$ cat src/rtl/red_pitaya_sort_pulser.sv
// Sort-trigger consumer: timestamps detector edges, queues their due times and
// fires a gate with a signed amplitude once each droplet reaches the junction.
module red_pitaya_sort_pulser #(
  parameter int QSZ = 3,
  parameter int MEM = 32,
  parameter int OWT = 14
) (
  input  logic            adc_clk_i,
  input  logic            adc_rst_i,
  input  logic            sort_trig_i,
  output logic            gate_o,
  output logic [OWT-1:0]  dac_o,
  output logic            busy_o,
  input  logic [31:0]     sys_addr,
  input  logic [31:0]     sys_wdata,
  input  logic [3:0]      sys_sel,
  input  logic            sys_wen,
  input  logic            sys_ren,
  output logic [31:0]     sys_rdata,
  output logic            sys_err,
  output logic            sys_ack
);

  localparam int DEPTH = 1 << QSZ;
  localparam logic [QSZ:0] FULL_LVL = {1'b1, {QSZ{1'b0}}};

  typedef enum logic {S_IDLE = 1'b0, S_PULSE = 1'b1} state_t;

  logic [MEM-1:0] ts_q, stamp_q, delay_q, width_q, fired_q, dropped_q;
  logic [OWT-1:0] amp_q;
  logic           trig_q, edge_q, en_q, ack_q;
  logic [31:0]    rdata_q;
  logic [MEM-1:0] q_mem [DEPTH];
  logic [QSZ-1:0] wr_ptr_q, rd_ptr_q;
  logic [QSZ:0]   level_q;

  state_t         state_q, state_d;
  logic [MEM-1:0] cnt_q, cnt_d;
  logic           gate_q, gate_d, busy_q, busy_d;
  logic [OWT-1:0] dac_q, dac_d;

  logic           wr_ctrl_s, clr_s, en_d, abort_s;
  logic           pop_s, full_s, push_req_s, push_s, drop_s;
  logic [MEM-1:0] head_s, age_s, load_s, fired_d, dropped_d;
  logic [QSZ-1:0] wr_ptr_d, rd_ptr_d;
  logic [QSZ:0]   level_d;
  logic [31:0]    rd_s;

  logic unused_s;
  assign unused_s = &{1'b0, sys_sel, sys_addr[31:20], sys_wdata};

  // Control decode, queue bookkeeping, FSM next state and read mux.
  always_comb begin
    wr_ctrl_s  = sys_wen && (sys_addr[19:0] == 20'h0000C);
    clr_s      = wr_ctrl_s && sys_wdata[1];
    en_d       = wr_ctrl_s ? sys_wdata[0] : en_q;
    abort_s    = !en_d || clr_s;

    // The compare timebase trails the stamp by the two capture stages, so a
    // droplet stamped at cycle N gates at N+DELAY+2; the sign bit keeps it wrap-safe.
    head_s     = q_mem[rd_ptr_q];
    age_s      = ts_q - MEM'(2) - head_s;
    pop_s      = (level_q != '0) && !age_s[MEM-1] && !abort_s;
    full_s     = (level_q == FULL_LVL);
    push_req_s = edge_q && en_q && !abort_s;
    push_s     = push_req_s && (!full_s || pop_s);
    drop_s     = push_req_s && full_s && !pop_s;
    load_s     = (width_q == '0) ? MEM'(1) : width_q;

    wr_ptr_d = wr_ptr_q;
    rd_ptr_d = rd_ptr_q;
    level_d  = level_q;
    if (abort_s) begin
      wr_ptr_d = '0;
      rd_ptr_d = '0;
      level_d  = '0;
    end else begin
      if (push_s) wr_ptr_d = wr_ptr_q + QSZ'(1);
      else        wr_ptr_d = wr_ptr_q;
      if (pop_s)  rd_ptr_d = rd_ptr_q + QSZ'(1);
      else        rd_ptr_d = rd_ptr_q;
      level_d = level_q + (QSZ+1)'(push_s) - (QSZ+1)'(pop_s);
    end

    if (clr_s)                          fired_d = '0;
    else if (pop_s && (fired_q != '1))  fired_d = fired_q + MEM'(1);
    else                                fired_d = fired_q;
    if (clr_s)                           dropped_d = '0;
    else if (drop_s && (dropped_q != '1)) dropped_d = dropped_q + MEM'(1);
    else                                 dropped_d = dropped_q;

    state_d = state_q;
    cnt_d   = cnt_q;
    gate_d  = gate_q;
    if (abort_s) begin
      state_d = S_IDLE;
      cnt_d   = '0;
      gate_d  = 1'b0;
    end else begin
      case (state_q)
        S_IDLE: begin
          if (pop_s) begin
            state_d = S_PULSE;
            cnt_d   = load_s;
            gate_d  = 1'b1;
          end else begin
            gate_d  = 1'b0;
          end
        end
        S_PULSE: begin
          if (pop_s) begin
            cnt_d   = load_s;
            gate_d  = 1'b1;
          end else if (cnt_q <= MEM'(1)) begin
            state_d = S_IDLE;
            cnt_d   = '0;
            gate_d  = 1'b0;
          end else begin
            cnt_d   = cnt_q - MEM'(1);
            gate_d  = 1'b1;
          end
        end
        default: begin
          state_d = S_IDLE;
          cnt_d   = '0;
          gate_d  = 1'b0;
        end
      endcase
    end
    dac_d  = gate_d ? amp_q : '0;
    busy_d = (level_d != '0) || gate_d;

    case (sys_addr[19:0])
      20'h00000: rd_s = 32'(delay_q);
      20'h00004: rd_s = 32'(width_q);
      20'h00008: rd_s = 32'(signed'(amp_q));
      20'h0000C: rd_s = {30'd0, 1'b0, en_q};
      20'h00010: rd_s = 32'(fired_q);
      20'h00014: rd_s = 32'(dropped_q);
      20'h00018: rd_s = 32'(level_q);
      default:   rd_s = 32'd0;
    endcase
  end

  // Timestamp, edge capture, bus registers, queue pointers and counters.
  always_ff @(posedge adc_clk_i) begin
    if (adc_rst_i) begin
      ts_q      <= '0;
      trig_q    <= 1'b1;
      edge_q    <= 1'b0;
      stamp_q   <= '0;
      en_q      <= 1'b0;
      delay_q   <= '0;
      width_q   <= MEM'(1000);
      amp_q     <= '0;
      wr_ptr_q  <= '0;
      rd_ptr_q  <= '0;
      level_q   <= '0;
      fired_q   <= '0;
      dropped_q <= '0;
      ack_q     <= 1'b0;
      rdata_q   <= 32'd0;
    end else begin
      ts_q    <= ts_q + MEM'(1);
      trig_q  <= sort_trig_i;
      edge_q  <= sort_trig_i && !trig_q;
      stamp_q <= ts_q;
      en_q    <= en_d;
      if (sys_wen) begin
        case (sys_addr[19:0])
          20'h00000: delay_q <= MEM'(sys_wdata);
          20'h00004: width_q <= MEM'(sys_wdata);
          20'h00008: amp_q   <= sys_wdata[OWT-1:0];
          default:   ;
        endcase
      end
      wr_ptr_q  <= wr_ptr_d;
      rd_ptr_q  <= rd_ptr_d;
      level_q   <= level_d;
      fired_q   <= fired_d;
      dropped_q <= dropped_d;
      ack_q     <= sys_wen || sys_ren;
      if (sys_ren) rdata_q <= rd_s;
    end
  end

  // Due-time storage; contents are meaningless while the level is zero.
  always_ff @(posedge adc_clk_i) begin
    if (push_s) q_mem[wr_ptr_q] <= stamp_q + delay_q;
  end

  // IDLE/PULSE sequencer with registered gate, amplitude and busy.
  always_ff @(posedge adc_clk_i) begin
    if (adc_rst_i) begin
      state_q <= S_IDLE;
      cnt_q   <= '0;
      gate_q  <= 1'b0;
      dac_q   <= '0;
      busy_q  <= 1'b0;
    end else begin
      state_q <= state_d;
      cnt_q   <= cnt_d;
      gate_q  <= gate_d;
      dac_q   <= dac_d;
      busy_q  <= busy_d;
    end
  end

  assign gate_o    = gate_q;
  assign dac_o     = dac_q;
  assign busy_o    = busy_q;
  assign sys_rdata = rdata_q;
  assign sys_ack   = ack_q;
  assign sys_err   = 1'b0;

endmodule

$ cat config.mk
export PLATFORM = sky130hd
export DESIGN_NAME = red_pitaya_sort_pulser
export DESIGN_NICKNAME = d
export VERILOG_FILES = /design/src/rtl/red_pitaya_sort_pulser.sv
export SDC_FILE = /design/constraint.sdc
export NUM_CORES = 1
export LEC_CHECK = 0
export BUFFER_PORTS_ARGS = -buffer_cell sky130_fd_sc_hd__buf_4
export CAP_MARGIN = 10
export CORE_AREA = 4 4 234 236
export CTS_CLUSTER_DIAMETER = 120
export DETAILED_ROUTE_END_ITERATION = 8
export DIE_AREA = 0 0 238 240
export PLACE_DENSITY = 0.63
export SLEW_MARGIN = 25
export SYNTH_ARGS = -nofsm -noshare
export SYNTH_HDL_FRONTEND = slang
export SYNTH_SLANG_ARGS = --single-unit
$ cat constraint.sdc
create_clock -name adc_clk_i -period 9.6 [get_ports adc_clk_i]
set_clock_uncertainty 0.15 [all_clocks]
set_input_delay 0.96 -clock adc_clk_i [delete_from_list [all_inputs] [get_ports adc_clk_i]]
set_output_delay 0.96 -clock adc_clk_i [all_outputs]
set_load 0.02 [all_outputs]
==> results.yml <==
outcome:
  status: "finished clean"
route:
  drt.antenna.violating_nets: 0
  wire_per_inst_um: 21.6
  drc: 0
  num_vias: 19600
  first_iter_violations: 1944
  viasPerCell: 6.00
  drt_first_pass_iters: 8
  wirelength_um: 70600
timing:
  setup_ws_ps: 2050
  tightestPinTransition_ps: 1060
  relSlewSlack_pct: 28.8
  setup_viol: 0
  rsz0062_at_grt: "no"
  fin_crit_ps: 7550
  drv_slew: 0
  finalSetupTns_ps: 0
  hold_viol_final: 0
  fin_crit_sh_pct: 78.6
  fmax_mhz: 133
place:
  dp_cells: 3158
  pre_cts_slack_ps: 2050
  gp_congestion: 0.918
  port_buffers: 105
  place.detailed.hpwl_um: 48100
logic_synthesis:
  ys_ff_latch: 559
  async_flop_share_pct: 0
  synth_edf_count: 256
  yosysWarnings: 0
  synth_area_um2: 26100
  ys_seq_area_share_pct: 52.7
  syn_inst: 2456
  syn_nets: 2634
  yosysUniqueCellTypes: 86
  ys.flop_type: "dfxtp_1"
  synth.avg_cell_area_um2: 10.6
floorplanning:
  fp.coreArea_um2: 52400
  pin_count: 123
  fp.dieH_um: 240
  die-area_um2: 57100
  start_util_pct: 49.7
  die_w_um: 238
  row_count: 84
finish:
  final_nets: 2707
  areaGrowthSynthToFinish_pct: 13.1
  final_cell_mix: "dfxtp_1 (301), nand2_1 (274), edfxtp_1 (256)"
  fin_cells: 3266
  drive_gt1_share_pct: 14.0
  insertedDiodeCount: 0
  final_common_cell: "dfxtp_1"
  utilization_pct: 56.2
grt:
  grt_max_degree: 74
  antenna_found_initial: 1
  grt_overflow: 0
  grt_pass1_wl_um: 108000
  grt.total_usage_pct: 24.1
  grt_pass1_vias: 18700
critical_path:
  cp_data_required_time_ps: 9700
  worstSetupPathType: "reg -> reg"
  critPathMaxStageDelay_ps: 920
  start_kind: "flip-flop"
  critPathSlowestCell: "o311ai_0"
  crit_fanout: 36
  arrival_ps: 7650
  worstPathCellList: "mux4_2 > mux2_2 > ha_1 > inv_1 > ha_1 > nand4_1 > nor4_1 > nand2_1 > o311ai_0 > o211ai_1 > nand3_1 > nand3_1 > nor3b_2 > buf_4"
  end_kind: "flip-flop"
pwr:
  power.density_nw_per_um2: 164
  p_leak_nw: 10.6
  ir_drop_uv: 169
cts:
  htree_levels: 2
  postCtsSetupRepairBufs: 0
  postCtsHoldBufs: 0
  clk_pin_slew_ps: 60
  post_cts_resize_count: 0
  cts_tree: "built"
  clk_latency_ps: 620
  cts.sinks: 559
  clk_path_buf_depth: 3
  root_buffer: "clkbuf_16"
  cts_buffers: 57
min_path:
  hold_path.class: "reg -> reg"
run:
  max_cap_violations: 0
## registers in the layout (all words and copies together), names as in the netlist, 3 cells and up, named ones only
signal,flops
ts_q,32
amp_q,14
level_q,4
width_q,32
fired_q,32
delay_q,32
cnt_q,32
wr_ptr_q,3
dac_o,14
q_mem,256
sys_rdata,32
rd_ptr_q,3
dropped_q,32
stamp_q,32
## critical path: cells and delay by family (launching register included)
| family | cells | cell delay, ps |
|---|---|---|
| buffers and inverters | 2 | 590 |
| AO/OA/AOI/OAI | 2 | 1280 |
| flip-flops | 1 | 810 |
| adder cells (fa/ha/maj) | 2 | 590 |
| AND/OR/NAND/NOR | 6 | 2760 |
| multiplexers | 2 | 880 |
## where the power goes
part / internal [W] / switching [W]
Clock: 0.00134 / 0.000942
Combinational: 0.0000236 / 0.0000420
Sequential: 0.00247 / 0.00000164
Total: 0.00384 / 0.000985
## cell usage after synthesis (5+ instances only)
cell type / count / share of area, %
or3_1: 29 / 0.70
nor2_1: 180 / 2.6
dfxtp_1: 303 / 23
nor2b_1: 48 / 1.2
o31ai_1: 26 / 0.75
and2_1: 30 / 0.72
o21a_1: 12 / 0.35
or4_1: 29 / 0.83
a222oi_1: 10 / 0.38
nand3_1: 79 / 1.5
buf_6: 6 / 0.26
edfxtp_1: 256 / 29
a21o_1: 15 / 0.43
mux2i_1: 19 / 0.73
nand2b_1: 13 / 0.31
o21ai_1: 6 / 0.12
a21oi_1: 212 / 4.1
a22oi_1: 53 / 1.5
clkbuf_1: 106 / 1.5
a21boi_0: 7 / 0.20
buf_2: 6 / 0.12
and3_1: 23 / 0.55
xnor2_1: 61 / 2.0
ha_1: 103 / 4.9
o21ai_0: 55 / 1.1
inv_1: 128 / 1.8
o211ai_1: 7 / 0.20
mux4_2: 64 / 5.5
nor4_1: 26 / 0.62
o221ai_1: 13 / 0.44
buf_1: 5 / 0.072
nand4_1: 38 / 0.91
nor3_1: 43 / 0.82
mux2_2: 32 / 1.4
xor2_1: 15 / 0.50
a32oi_1: 7 / 0.24
nand2_1: 274 / 3.9
and4_1: 15 / 0.50
nand3b_1: 9 / 0.26
## layout make-up
type | count | area (µm²)
multi-input combinational | 1641 | 11400
clock inverter | 22 | 290
fill | 4443 | 23000
clock buffer | 86 | 1650
tap | 688 | 861
timing repair buffer | 141 | 1060
sequential | 559 | 13800
inverter | 129 | 484
## worst paths after layout
path	from	endpoint	slack, ps	cells after the start
max reg2reg	flip-flop	q_mem[5][21]	2050	14
min reg2reg	trig_q	edge_q	250	1
min	trig_q	edge_q	250	1
max	flip-flop	q_mem[5][21]	2050	14
## per-stage QoR
step | power (W) | area, µm² | hold WS, ps
3_5_place_dp | 0.00259 | 27500 | 236
4_1_cts | 0.00487 | 29500 | 245
5_1_grt | 0.00496 | 29500 | 255
6_report | 0.00482 | 29500 | 247
2_1_floorplan | 0.00255 | 26100 | 223
3_3_place_gp | 0.00259 | 27500 | 231
## per-layer routing
| metal | routed length, µm | vias up | track usage, % |
|---|---|---|---|
| met5 | 0 | - | 0 |
| met4 | 2060 | 0 | 7.56 |
| met3 | 4810 | 114 | 3.21 |
| met2 | 32200 | 720 | 38.2 |
| met1 | 31600 | 9593 | 34.8 |
| li1 | - | 9157 | - |
## cells by family (layout without fill, tap and decap cells)
family	Yosys count	after routing	synth area share, %
compound gates	478	478	11.6
xor+xnor	76	76	2.55
fa+ha+maj	105	105	5.09
buf+inv	256	378	3.93
flops	559	559	52.7
mux	115	115	7.64
other cells	1	1	0.0144
simple gates	866	866	16.5
Note: power is estimated with default switching activity, not from simulation.
